`config.mk`:
```
export PLATFORM = sky130hd
export DESIGN_NAME = dac_interleave
export DESIGN_NICKNAME = d
export VERILOG_FILES = /design/src/rtl/dac_interleave.sv
export SDC_FILE = /design/constraint.sdc
export NUM_CORES = 1
export LEC_CHECK = 0
export ABC_AREA = 0
export BUFFER_PORTS_ARGS = -buffer_cell sky130_fd_sc_hd__clkbuf_2
export CAP_MARGIN = 25
export CORE_AREA = 4 4 203 205
export CTS_BUF_LIST = sky130_fd_sc_hd__clkbuf_4
export DETAILED_ROUTE_END_ITERATION = 10
export DIE_AREA = 0 0 207 209
export PLACE_DENSITY = 0.45
export SKIP_LAST_GASP = 1
export SYNTH_ARGS = -nofsm -noshare
export SYNTH_HDL_FRONTEND = slang
export SYNTH_SLANG_ARGS = --single-unit
export TNS_END_PERCENT = 10
```
`constraint.sdc`:
```
create_clock -name dac_clk_i -period 2.9 [get_ports dac_clk_i]
set_input_delay 0 -clock dac_clk_i [delete_from_list [all_inputs] [get_ports dac_clk_i]]
set_output_delay 0 -clock dac_clk_i [all_outputs]
set_load 0.1 [all_outputs]
```
`src/rtl/dac_interleave.sv`:
```
// dac_interleave
//   Upstream feeder for the DAC output driver. Two independent sample
//   streams (CH A, CH B) arrive over valid/ready handshakes. Each stream is
//   buffered in a small FIFO. The streams are then time-multiplexed onto one
//   DAC bus at 2x the per-channel rate: one A slot plus one B slot forms a
//   sample pair.
//
//   Bus words are encoded as {s[DW-1], ~s[DW-2:0]}. The transform is its own
//   inverse, so the downstream driver recovers s. Encoded zero is 'h1FFF.
//
// Parameters
//   DW          sample width in bits
//   FIFO_DEPTH  per-channel FIFO depth (power of 2, >= 4)
//   START_LVL   fill level both FIFOs must reach before streaming starts
//
// Ports
//   dac_clk_i            DAC clock (2x per-channel sample rate)
//   dac_rstn_i           asynchronous active-low reset
//   en_i                 enable streaming
//   clr_i                one-cycle clear of the sticky underflow flags
//   pat_en_i             test-pattern select (only with DAC_TEST_PATTERN_EN)
//   cha_dat_i/vld/rdy    CH A sample stream, two's complement
//   chb_dat_i/vld/rdy    CH B sample stream, two's complement
//   dac_dat_o            encoded DAC bus word
//   dac_wrt_o            write strobe, active low
//   dac_sel_o            0 = CH A slot, 1 = CH B slot
//   run_o                high while pairs are being emitted
//   unf_a_o / unf_b_o    sticky per-channel underflow flags
//
// Build option
//   `define DAC_TEST_PATTERN_EN adds pat_en_i. While it is high, CH A carries
//   a ramp that steps once per pair and CH B carries the negated ramp. The
//   FIFOs are still popped so handshake timing is unchanged.

module dac_interleave #(
    parameter int unsigned DW         = 14,
    parameter int unsigned FIFO_DEPTH = 8,
    parameter int unsigned START_LVL  = 2
) (
    input  logic          dac_clk_i,
    input  logic          dac_rstn_i,
    input  logic          en_i,
    input  logic          clr_i,
`ifdef DAC_TEST_PATTERN_EN
    input  logic          pat_en_i,
`endif
    input  logic [DW-1:0] cha_dat_i,
    input  logic          cha_vld_i,
    output logic          cha_rdy_o,
    input  logic [DW-1:0] chb_dat_i,
    input  logic          chb_vld_i,
    output logic          chb_rdy_o,
    output logic [DW-1:0] dac_dat_o,
    output logic          dac_wrt_o,
    output logic          dac_sel_o,
    output logic          run_o,
    output logic          unf_a_o,
    output logic          unf_b_o
);

    localparam int unsigned AW = $clog2(FIFO_DEPTH);
    localparam int unsigned CW = AW + 1;

    localparam logic [CW-1:0] FULL_CNT  = CW'(FIFO_DEPTH);
    localparam logic [CW-1:0] START_CNT = CW'(START_LVL);
    localparam logic [DW-1:0] ENC_ZERO  = {1'b0, {(DW-1){1'b1}}};

    typedef enum logic [1:0] {
        IDLE   = 2'd0,
        SLOT_A = 2'd1,
        SLOT_B = 2'd2
    } state_t;

    state_t state;

    function automatic logic [DW-1:0] encode(input logic [DW-1:0] s);
        return {s[DW-1], ~s[DW-2:0]};
    endfunction

    // ------------------------------------------------------------------
    // CH A FIFO
    // ------------------------------------------------------------------
    logic [DW-1:0] mem_a [FIFO_DEPTH];
    logic [AW-1:0] wp_a;
    logic [AW-1:0] rp_a;
    logic [CW-1:0] cnt_a;
    logic          push_a;
    logic          pop_a;
    logic          empty_a;
    logic [DW-1:0] head_a;

    // Ready looks at the registered count only. A push into a full FIFO is
    // therefore refused even when the slot pops in the same cycle.
    assign cha_rdy_o = (cnt_a != FULL_CNT);
    assign push_a    = cha_vld_i & cha_rdy_o;
    assign empty_a   = (cnt_a == '0);
    assign pop_a     = (state == SLOT_A) & ~empty_a;
    assign head_a    = mem_a[rp_a];

    always_ff @(posedge dac_clk_i) begin
        if (push_a) begin
            mem_a[wp_a] <= cha_dat_i;
        end
    end

    always_ff @(posedge dac_clk_i or negedge dac_rstn_i) begin
        if (!dac_rstn_i) begin
            wp_a  <= '0;
            rp_a  <= '0;
            cnt_a <= '0;
        end else begin
            if (push_a) begin
                wp_a <= wp_a + 1'b1;
            end
            if (pop_a) begin
                rp_a <= rp_a + 1'b1;
            end
            case ({push_a, pop_a})
                2'b10:   cnt_a <= cnt_a + 1'b1;
                2'b01:   cnt_a <= cnt_a - 1'b1;
                default: cnt_a <= cnt_a;
            endcase
        end
    end

    // ------------------------------------------------------------------
    // CH B FIFO
    // ------------------------------------------------------------------
    logic [DW-1:0] mem_b [FIFO_DEPTH];
    logic [AW-1:0] wp_b;
    logic [AW-1:0] rp_b;
    logic [CW-1:0] cnt_b;
    logic          push_b;
    logic          pop_b;
    logic          empty_b;
    logic [DW-1:0] head_b;

    assign chb_rdy_o = (cnt_b != FULL_CNT);
    assign push_b    = chb_vld_i & chb_rdy_o;
    assign empty_b   = (cnt_b == '0);
    assign pop_b     = (state == SLOT_B) & ~empty_b;
    assign head_b    = mem_b[rp_b];

    always_ff @(posedge dac_clk_i) begin
        if (push_b) begin
            mem_b[wp_b] <= chb_dat_i;
        end
    end

    always_ff @(posedge dac_clk_i or negedge dac_rstn_i) begin
        if (!dac_rstn_i) begin
            wp_b  <= '0;
            rp_b  <= '0;
            cnt_b <= '0;
        end else begin
            if (push_b) begin
                wp_b <= wp_b + 1'b1;
            end
            if (pop_b) begin
                rp_b <= rp_b + 1'b1;
            end
            case ({push_b, pop_b})
                2'b10:   cnt_b <= cnt_b + 1'b1;
                2'b01:   cnt_b <= cnt_b - 1'b1;
                default: cnt_b <= cnt_b;
            endcase
        end
    end

    // ------------------------------------------------------------------
    // Slot sample selection
    // ------------------------------------------------------------------
    logic [DW-1:0] held_a;
    logic [DW-1:0] held_b;
    logic [DW-1:0] smp_a;
    logic [DW-1:0] smp_b;
    logic          unf_a_evt;
    logic          unf_b_evt;

`ifdef DAC_TEST_PATTERN_EN
    logic [DW-1:0] ramp;

    // The ramp restarts from zero each time streaming starts from IDLE.
    // It advances after the B slot, so both halves of a pair share a value.
    always_ff @(posedge dac_clk_i or negedge dac_rstn_i) begin
        if (!dac_rstn_i) begin
            ramp <= '0;
        end else if (state == IDLE) begin
            ramp <= '0;
        end else if ((state == SLOT_B) && pat_en_i) begin
            ramp <= ramp + 1'b1;
        end
    end
`endif

    // On an empty FIFO the last real sample of that channel is repeated.
    always_comb begin
        smp_a     = empty_a ? held_a : head_a;
        smp_b     = empty_b ? held_b : head_b;
        unf_a_evt = (state == SLOT_A) & empty_a;
        unf_b_evt = (state == SLOT_B) & empty_b;
`ifdef DAC_TEST_PATTERN_EN
        if (pat_en_i) begin
            smp_a     = ramp;
            smp_b     = '0 - ramp;
            unf_a_evt = 1'b0;
            unf_b_evt = 1'b0;
        end
`endif
    end

    // ------------------------------------------------------------------
    // Slot FSM with registered bus outputs (one cycle after the slot)
    // ------------------------------------------------------------------
    always_ff @(posedge dac_clk_i or negedge dac_rstn_i) begin
        if (!dac_rstn_i) begin
            state     <= IDLE;
            dac_dat_o <= ENC_ZERO;
            dac_wrt_o <= 1'b1;
            dac_sel_o <= 1'b0;
            run_o     <= 1'b0;
            held_a    <= '0;
            held_b    <= '0;
            unf_a_o   <= 1'b0;
            unf_b_o   <= 1'b0;
        end else begin
            // A new underflow in the same cycle as clr_i keeps its flag set.
            if (clr_i) begin
                unf_a_o <= 1'b0;
                unf_b_o <= 1'b0;
            end
            if (unf_a_evt) begin
                unf_a_o <= 1'b1;
            end
            if (unf_b_evt) begin
                unf_b_o <= 1'b1;
            end

            if (pop_a) begin
                held_a <= head_a;
            end
            if (pop_b) begin
                held_b <= head_b;
            end

            case (state)
                IDLE: begin
                    dac_wrt_o <= 1'b1;
                    run_o     <= 1'b0;
                    if (en_i && (cnt_a >= START_CNT) && (cnt_b >= START_CNT)) begin
                        state <= SLOT_A;
                    end
                end
                SLOT_A: begin
                    dac_dat_o <= encode(smp_a);
                    dac_sel_o <= 1'b0;
                    dac_wrt_o <= 1'b0;
                    run_o     <= 1'b1;
                    state     <= SLOT_B;
                end
                SLOT_B: begin
                    dac_dat_o <= encode(smp_b);
                    dac_sel_o <= 1'b1;
                    dac_wrt_o <= 1'b0;
                    run_o     <= 1'b1;
                    state     <= en_i ? SLOT_A : IDLE;
                end
                default: begin
                    dac_wrt_o <= 1'b1;
                    run_o     <= 1'b0;
                    state     <= IDLE;
                end
            endcase
        end
    end

endmodule
```
# After elaboration in Yosys (flattened, before gate mapping)
# Memories as Yosys holds them, arrays and structs flattened.
# Cells that the tools add are included.
[totals]
ff_bits = 69
latchBits = 0
n_memories = 2
romBits = 0
mem_bits_rw = 224
inputBits = 34
word_cells = 75
[memory_table]
columns = ["name", "words", "width", "rd", "rd_clocked_by_memory_dff", "wr", "line_no", "text"]
rows = [
  ["mem_a", 8, 14, 1, 0, 1, "83", "logic [DW-1:0] mem_a [FIFO_DEPTH];"],
  ["mem_b", 8, 14, 1, 0, 1, "129", "logic [DW-1:0] mem_b [FIFO_DEPTH];"],
]
[classes]
eq_ne = 9
n_mul = 0
n_div = 0
muxes = 18
n_shift = 0
bitwise = 10
magnitude_cmp = 2
n_addsub = 8
n_reduce_logical = 11
[ops]
columns = ["cell", "count"]
rows = [
  ["$mux 14", 2],
  ["$pmux 14 s2", 1],
  ["$not 13->13", 2],
  ["$pmux 4 s2", 2],
  ["$add 3x1->3 const B", 4],
  ["$mux 1", 10],
  ["$reduce_bool 2->1", 5],
  ["$add 4x1->4 const B", 2],
  ["$ge 4x2->1 const B", 2],
  ["$logic_not 4->1", 2],
  ["$ne 4x4->1 const B", 2],
  ["$sub 4x1->4 const B", 2],
  ["$and 1x1->1", 6],
  ["$eq 2x1->1 const B", 3],
  ["$eq 2x2->1 const B", 3],
  ["$pmux 2 s3", 1],
  ["$logic_and 1x1->1", 2],
  ["$logic_not 2->1", 1],
  ["$mux 2", 1],
  ["$ne 2x2->1 const B", 1],
  ["$not 1->1", 2],
  ["$pmux 1 s2", 1],
  ["$reduce_or 2->1", 1],
]

# Longest topological paths before layout
# Gate-level depths: netlist of run 1.
[depth]
depth_word = 5
mapped_depth = 12
depth_no_buf = 11

# Least setup slack after synthesis of run 1
# OpenSTA, ideal clock, no wires.
[synth_timing]
path_kind = "register to register"
from = "register cnt_a[0]"
to = "memory mem_a[0][0], enable pin"
period_less_slack_ns = 3.445
path_stages_with_launch = 5
arrival_ns = 3.024
path_slack_ns = -0.545
required_time_ns = 2.478
cell_sequence = "dfrtp_1 nor3_1 nand2_1 nand2_1 nor4_1"
[synth_between]
elab_chain_cells = 4
[synth_lines]
columns = ["element", "line_no", "text"]
rows = [
  ["start: declaration", "86", "logic [CW-1:0] cnt_a;"],
  ["start signal: assignment", "119", "2'b10: cnt_a <= cnt_a + 1'b1;"],
  ["start signal: assignment", "120", "2'b01: cnt_a <= cnt_a - 1'b1;"],
  ["start signal: assignment", "121", "default: cnt_a <= cnt_a;"],
  ["$ne 4x4->1", "94", "assign cha_rdy_o = (cnt_a != FULL_CNT);"],
  ["named net cha_rdy_o", "49", "output logic cha_rdy_o,"],
  ["$and 1x1->1", "95", "assign push_a = cha_vld_i & cha_rdy_o;"],
  ["$mux 1", "101", "if (push_a) begin"],
  ["$mux 1 (not written as such)", "102", "mem_a[wp_a] <= cha_dat_i;"],
  ["end: declaration", "83", ""],
]
# The timed path passes the listed nets, and every way through them passes these cells.

# Worst setup path after layout of run 1
[layout_timing]
from = "register cnt_b[1]"
to = "register cnt_b[2]"
[layout_between]
elab_chain_cells = 5
elab_cells_between_ends = 11
classes_between = "add/sub (2); eq/ne (3); mux (1); bitwise (3); reduce/logical (2)"
[layout_lines]
columns = ["element", "line_no", "text"]
rows = [
  ["start: declaration", "132", "logic [CW-1:0] cnt_b;"],
  ["start signal: assignment", "163", "2'b10: cnt_b <= cnt_b + 1'b1;"],
  ["start signal: assignment", "164", "2'b01: cnt_b <= cnt_b - 1'b1;"],
  ["start signal: assignment", "165", "default: cnt_b <= cnt_b;"],
  ["$logic_not 4->1", "140", "assign empty_b = (cnt_b == '0);"],
  ["$not 1->1", "141", "assign pop_b = (state == SLOT_B) & ~empty_b;"],
  ["$and 1x1->1", "141", ""],
  ["$eq 2x1->1 / $eq 2x2->1 (equally long branches)", "162", "case ({push_b, pop_b})"],
  ["$pmux 4 s2 / $reduce_bool 2->1 (equally long branches)", "--", ""],
]
# Several ways; a longest one is shown, not always the timed one.
# A chain may end at the register's enable or synchronous reset.

==> run metrics, run 1 <==
status finished clean; clock sinks 293; Via density 4.51; Max-slew headroom 0.540; commonest non-fill, non-tap cells in the layout edfxtp_1 (224), clkbuf_4 (105), dfrtp_1 (54); Syn Area/Cell 17.9 um2; Reg2Reg Depth 9; # DRC 0; CTS tree yes; CTS buffer count 77; synth warn 0; Final Wtd Congestion 0.699; r2r startpoint cnt_b[1]; R2R setup slack 310 ps; share of synthesized registers carrying an async set or reset 0.235; Critical Path AT 3150 ps; Die ar. 43300 um2; Root Driver clkbuf_4; most frequent cell on the critical path xor2_1; Area after DPL 12700 um2; delay-heaviest family, CP simple AND/OR/NAND/NOR gates; die width 207 um; initial antenna violation count 2; number of nets with antenna violations after routing 0; pwr/cell area 1070 nW/um2; largest net degree at the start of global routing 46; worst stage delay on the critical path 620 ps; crit-path cells or4b_4, nand2_1, ha_1, xor2_1, ha_1, a21oi_1, xor2_1, nor2_1, xor2_1; IO buf count 54; number of cells on the critical path 9; CP bufs+invs 0; CP endpoint cnt_b[2]; P_leak 5.06 nW; clock latency on the worst-skew pair 680 ps; die height 209 um; Mapped Area 11700 um2; core area 39500 um2; Synth Net Count 704; hold_buf cts 35; Initial Util 0.297; area delta synth->final 19.7%; max cap viols 0; Yosys cell types 42; top_reg_cell synth edfxtp_1; Hold Vio Cnt, Final 0; Initial DRC Count 240; register bit total from synthesis 293; RSZ-0062 raised after global routing false; total wire length 25.4 mm; CP max-delay cell or4b_4; largest buffer count on any clock path 3; Critical Path Start cnt_b[1]; drt pass-1 iters 4; total power 15.0 mW; Final Slew Violations 0; fin area 14000 um2; setup repair bufs after CTS 0; nets 870; grt ovf 0; CP max FO 8; Tmin final 2590 ps; Clock Pin Slew Worst Setup and Hold Paths 70 ps; layout filler cell count 3820; register area share after synthesis 0.722; GRT Overall Usage 0.119; routed len/inst 18.1 um; Setup crit end kind flip-flop; number of global-route vias before repair 6901; Syn Inst Count 655; Finished Core Util 0.356; Final setup viols 0; final hold slack 70.7 ps; period utilization 0.895; Post-DP HPWL 15.8 mm; Fmax achieved 385 MHz; worst-margin pin slew 690 ps; Ports 55; total vias in the final route 6319; most common cell after layout, fill and taps aside edfxtp_1; CTS resizes 0; setup TNS 0 ps; Cell Rows 73; H-tree depth 3; first-pass GRT wire length 39.6 mm; min-delay worst type primary input to flip-flop; share of layout cells above drive strength 1 0.323; Post-synth EDFFs 224; Clock Skew 36.2 ps; startpoint type of the worst setup path flip-flop; Max rail drop VDD 0.000526 V; capturing point of the worst reg2reg path cnt_b[2]; Critical Path RT 3460 ps; kind of critical path flip-flop to flip-flop
[where the power goes]
group          switching [mW]  internal, mW
clock network            1.57          1.77
registers               0.635          5.59
logic                    3.37          2.04
[cell type report]
type,count,area (um2),area share
antenna,2,5.00,0.000357
clock buffer,105,788,0.0562
clock inverter,28,139,0.00990
inverter,7,26.3,0.00187
multi-input combinational,324,3060,0.218
sequential,293,8470,0.604
tap,525,657,0.0468
timing repair buffer,118,883,0.0630
[synthesized netlist by cell type, types with 2 or more instances]
cell,n,area [um2]
mux2i_1,30,300
buf_6,7,78.8
a21oi_1,24,120
inv_1,7,26.3
buf_2,9,45.0
xor2_1,9,78.8
mux4_2,47,1060
o221ai_1,10,87.6
o21a_1,13,97.6
buf_1,2,7.51
o22ai_1,4,25.0
nor2b_1,2,12.5
mux2_2,6,67.6
xnor2_1,8,70.1
clkbuf_1,8,30.0
nor2_1,33,124
a211oi_1,2,15.0
o21ai_0,20,100
dfstp_2,14,368
nor3_1,9,45.0
nand3_1,6,30.0
ha_1,15,188
nand3b_1,5,37.5
dfrtp_1,55,1380
mux4_1,7,184
a31oi_1,5,31.3
nand2_1,50,188
nand2b_1,8,50.1
buf_4,4,30.0
edfxtp_1,224,6730
[kinds of logic (layout without fill, tap and decap cells)]
kind of cell | Yosys count | count (layout) | synth area share
compound gates | 81 | 81 | 0.0428
xor+xnor | 17 | 17 | 0.0127
fa+ha+maj | 15 | 15 | 0.0160
buf+inv | 38 | 258 | 0.0203
flops | 293 | 293 | 0.722
mux | 90 | 90 | 0.137
other cells | 0 | 2 | 0
simple gates | 121 | 121 | 0.0484
[routing by layer]
metal / up-vias / GRT usage / wire length (um)
li1: 2947 / - / -
met1: 3202 / 0.143 / 10700
met2: 128 / 0.206 / 13200
met3: 42 / 0.0320 / 1050
met4: 0 / 0.0442 / 506
met5: - / 0 / 0
[registers in the layout, summed over array words and instances, names as in the netlist]
name	cells
dac_wrt_o	1
wp_a	3
held_b	14
mem_a	112
unf_a_o	1
state	2
dac_sel_o	1
cnt_a	4
run_o	1
held_a	14
wp_b	3
mem_b	112
unf_b_o	1
rp_b	3
cnt_b	4
rp_a	3
dac_dat_o	14
[worst min-delay path by stage]
| stage | depth (start not counted) | startpoint | endpoint |
|---|---|---|---|
| after floorplan | 0 | dac_rstn_i | cnt_a[0] |
| after global placement | 1 | dac_rstn_i | dac_sel_o |
| after detailed placement | 1 | dac_rstn_i | cnt_b[0] |
| after CTS | 3 | clr_i | unf_b_o |
| after global routing | 3 | clr_i | unf_b_o |
| final | 3 | clr_i | unf_b_o |
[through the flow]
stage,setup WS [ps],cells
global route,143,1402
global placement,481,1232
finish,305,1402
detailed placement,344,1232
floorplan,-204,655
CTS,309,1400
[worst reg2reg max path, delay by kind of cell (launching register included)]
kind                     cells  cell delay [ps]
AND/OR/NAND/NOR              3              870
flip-flops                   1              490
adder cells (fa/ha/maj)      2              490
XOR/XNOR                     3              450
AO/OA/AOI/OAI                1              150
No activity file was read; power rests on OpenSTA's default activity.
==> run 2, diff against run 1 <==
Settings changed: CELL_PAD_IN_SITES_DETAIL_PLACEMENT from default to 0, CELL_PAD_IN_SITES_GLOBAL_PLACEMENT from default to 1, PLACE_DENSITY 0.45 to 0.5.
==> run 2 against run 1 <==
Compared with the run above: design area is 0.83% higher; critical endpoint unchanged; utilization grew 0.29 points; cell count rose by 0.78%; sequential share of layout area down 0.50 points.
==> run metrics, run 2 (synthesized netlist as in run 1, its figures left out) <==
Max rail drop VDD 0.000645 V (+23%); Critical Path AT 3070 ps (-80 ps); area delta synth->final 20.7%; most frequent cell on the critical path xor2_1; CP max FO 8 (unchanged); CTS buffer count 78 (+1.3%); period utilization 0.860 (-0.0352); IO buf count 54 (unchanged); Max-slew headroom 0.494 (-0.0458); Final Wtd Congestion 0.707 (+1.2%); CP max-delay cell or4b_4; core area 39500 um2 (unchanged); share of layout cells above drive strength 1 0.328 (+0.00501); CP bufs+invs 0 (unchanged); Cell Rows 73 (unchanged); routed len/inst 19.1 um (+5.5%); Hold Vio Cnt, Final 0 (unchanged); P_leak 5.12 nW (+1.2%); clock latency on the worst-skew pair 710 ps (+30 ps); pwr/cell area 1090 nW/um2 (+1.9%); total wire length 27.1 mm (+6.3%); RSZ-0062 raised after global routing false; commonest non-fill, non-tap cells in the layout edfxtp_1 (224), clkbuf_4 (112), dfrtp_1 (54); number of nets with antenna violations after routing 0 (unchanged); Via density 4.56 (+1.2%); Setup crit end kind flip-flop; first-pass GRT wire length 41.2 mm (+4.1%); startpoint type of the worst setup path flip-flop; initial antenna violation count 2 (unchanged); nets 874 (+0.46%); largest net degree at the start of global routing 56 (+22%); setup TNS 0 ps (unchanged); worst-margin pin slew 759 ps (+68.7 ps); crit-path cells or4b_4, nand2_1, ha_1, xor2_1, ha_1, a21oi_1, xor2_1, nor2_1, xor2_1; status finished clean; drt pass-1 iters 6 (+2); Ports 55 (unchanged); CTS tree yes; largest buffer count on any clock path 3 (unchanged); Root Driver clkbuf_4; total vias in the final route 6447 (+2.0%); setup repair bufs after CTS 0 (unchanged); GRT Overall Usage 0.125 (+0.00658); Die ar. 43300 um2 (unchanged); final hold slack 117 ps (+46.2 ps); Final setup viols 0 (unchanged); Clock Skew 43.5 ps (+7.30 ps); delay-heaviest family, CP simple AND/OR/NAND/NOR gates; Initial Util 0.297 (unchanged); Clock Pin Slew Worst Setup and Hold Paths 70 ps (about the same); Post-DP HPWL 16.1 mm (+2.0%); Fmax achieved 401 MHz (+4.1%); clock sinks 293 (unchanged); grt ovf 0 (unchanged); # DRC 0 (unchanged); hold_buf cts 36 (+2.9%); total power 15.4 mW (+2.8%); H-tree depth 3 (unchanged); Initial DRC Count 297 (+24%); die height 209 um (unchanged); number of global-route vias before repair 6924 (+0.33%); biggest regs mem_a (112), mem_b (112); Tmin final 2490 ps (-102 ps); max cap viols 0 (unchanged); Final Slew Violations 0 (unchanged); most common cell after layout, fill and taps aside edfxtp_1; worst stage delay on the critical path 600 ps (-20 ps); die width 207 um (unchanged); Critical Path RT 3470 ps (about the same); kind of critical path flip-flop to flip-flop; CTS resizes 0 (unchanged); min-delay worst type primary input to flip-flop
-- run 2: final timing paths --
path | slack, ps | end | cells past startpoint | start
max | 410 | cnt_b[2] | 9 | cnt_b[1]
min | 120 | mem_a[1][12] | 2 | cha_dat_i[12]
max reg2reg | 410 | cnt_b[2] | 9 | cnt_b[1]
min reg2reg | 480 | held_a[13] | 2 | held_a[13]
max in group asynchronous | 2050 | rp_a[1] | 4 | dac_rstn_i
min in group asynchronous | 500 | dac_dat_o[10] | 3 | dac_rstn_i
-- run 2: metrics by stage --
stage,util,worst slack (ps),instances,cell area (um2)
after detailed placement,0.323,426,1234,12800
final,0.359,407,1413,14100
after floorplan,-,-204,655,11700
after global routing,0.359,185,1413,14100
after CTS,0.358,376,1411,14100
after global placement,0.323,457,1233,12700
-- run 2: metal layers --
metal | routed length, um | global-route usage
met1 | 11900 | 0.158
met3 | 1140 | 0.0347
met2 | 13500 | 0.207
met5 | 0 | 0
met4 | 537 | 0.0479
-- run 2: layout make-up --
type / count / area [um2]
diodes: 2 / 5.00
clock buffers: 112 / 841
clock inverters: 29 / 168
fillers: 3822 / 25300
inverters: 7 / 26.3
multi-input cells: 324 / 3060
flip-flops and latches: 293 / 8470
well taps: 525 / 657
repair buffers: 121 / 925
-- run 2: power by group --
group	internal (mW)	switching [mW]	leakage, nW
Clock	1.96	1.66	0.606
Sequential	5.59	0.657	2.83
Combinational	2.09	3.43	1.68
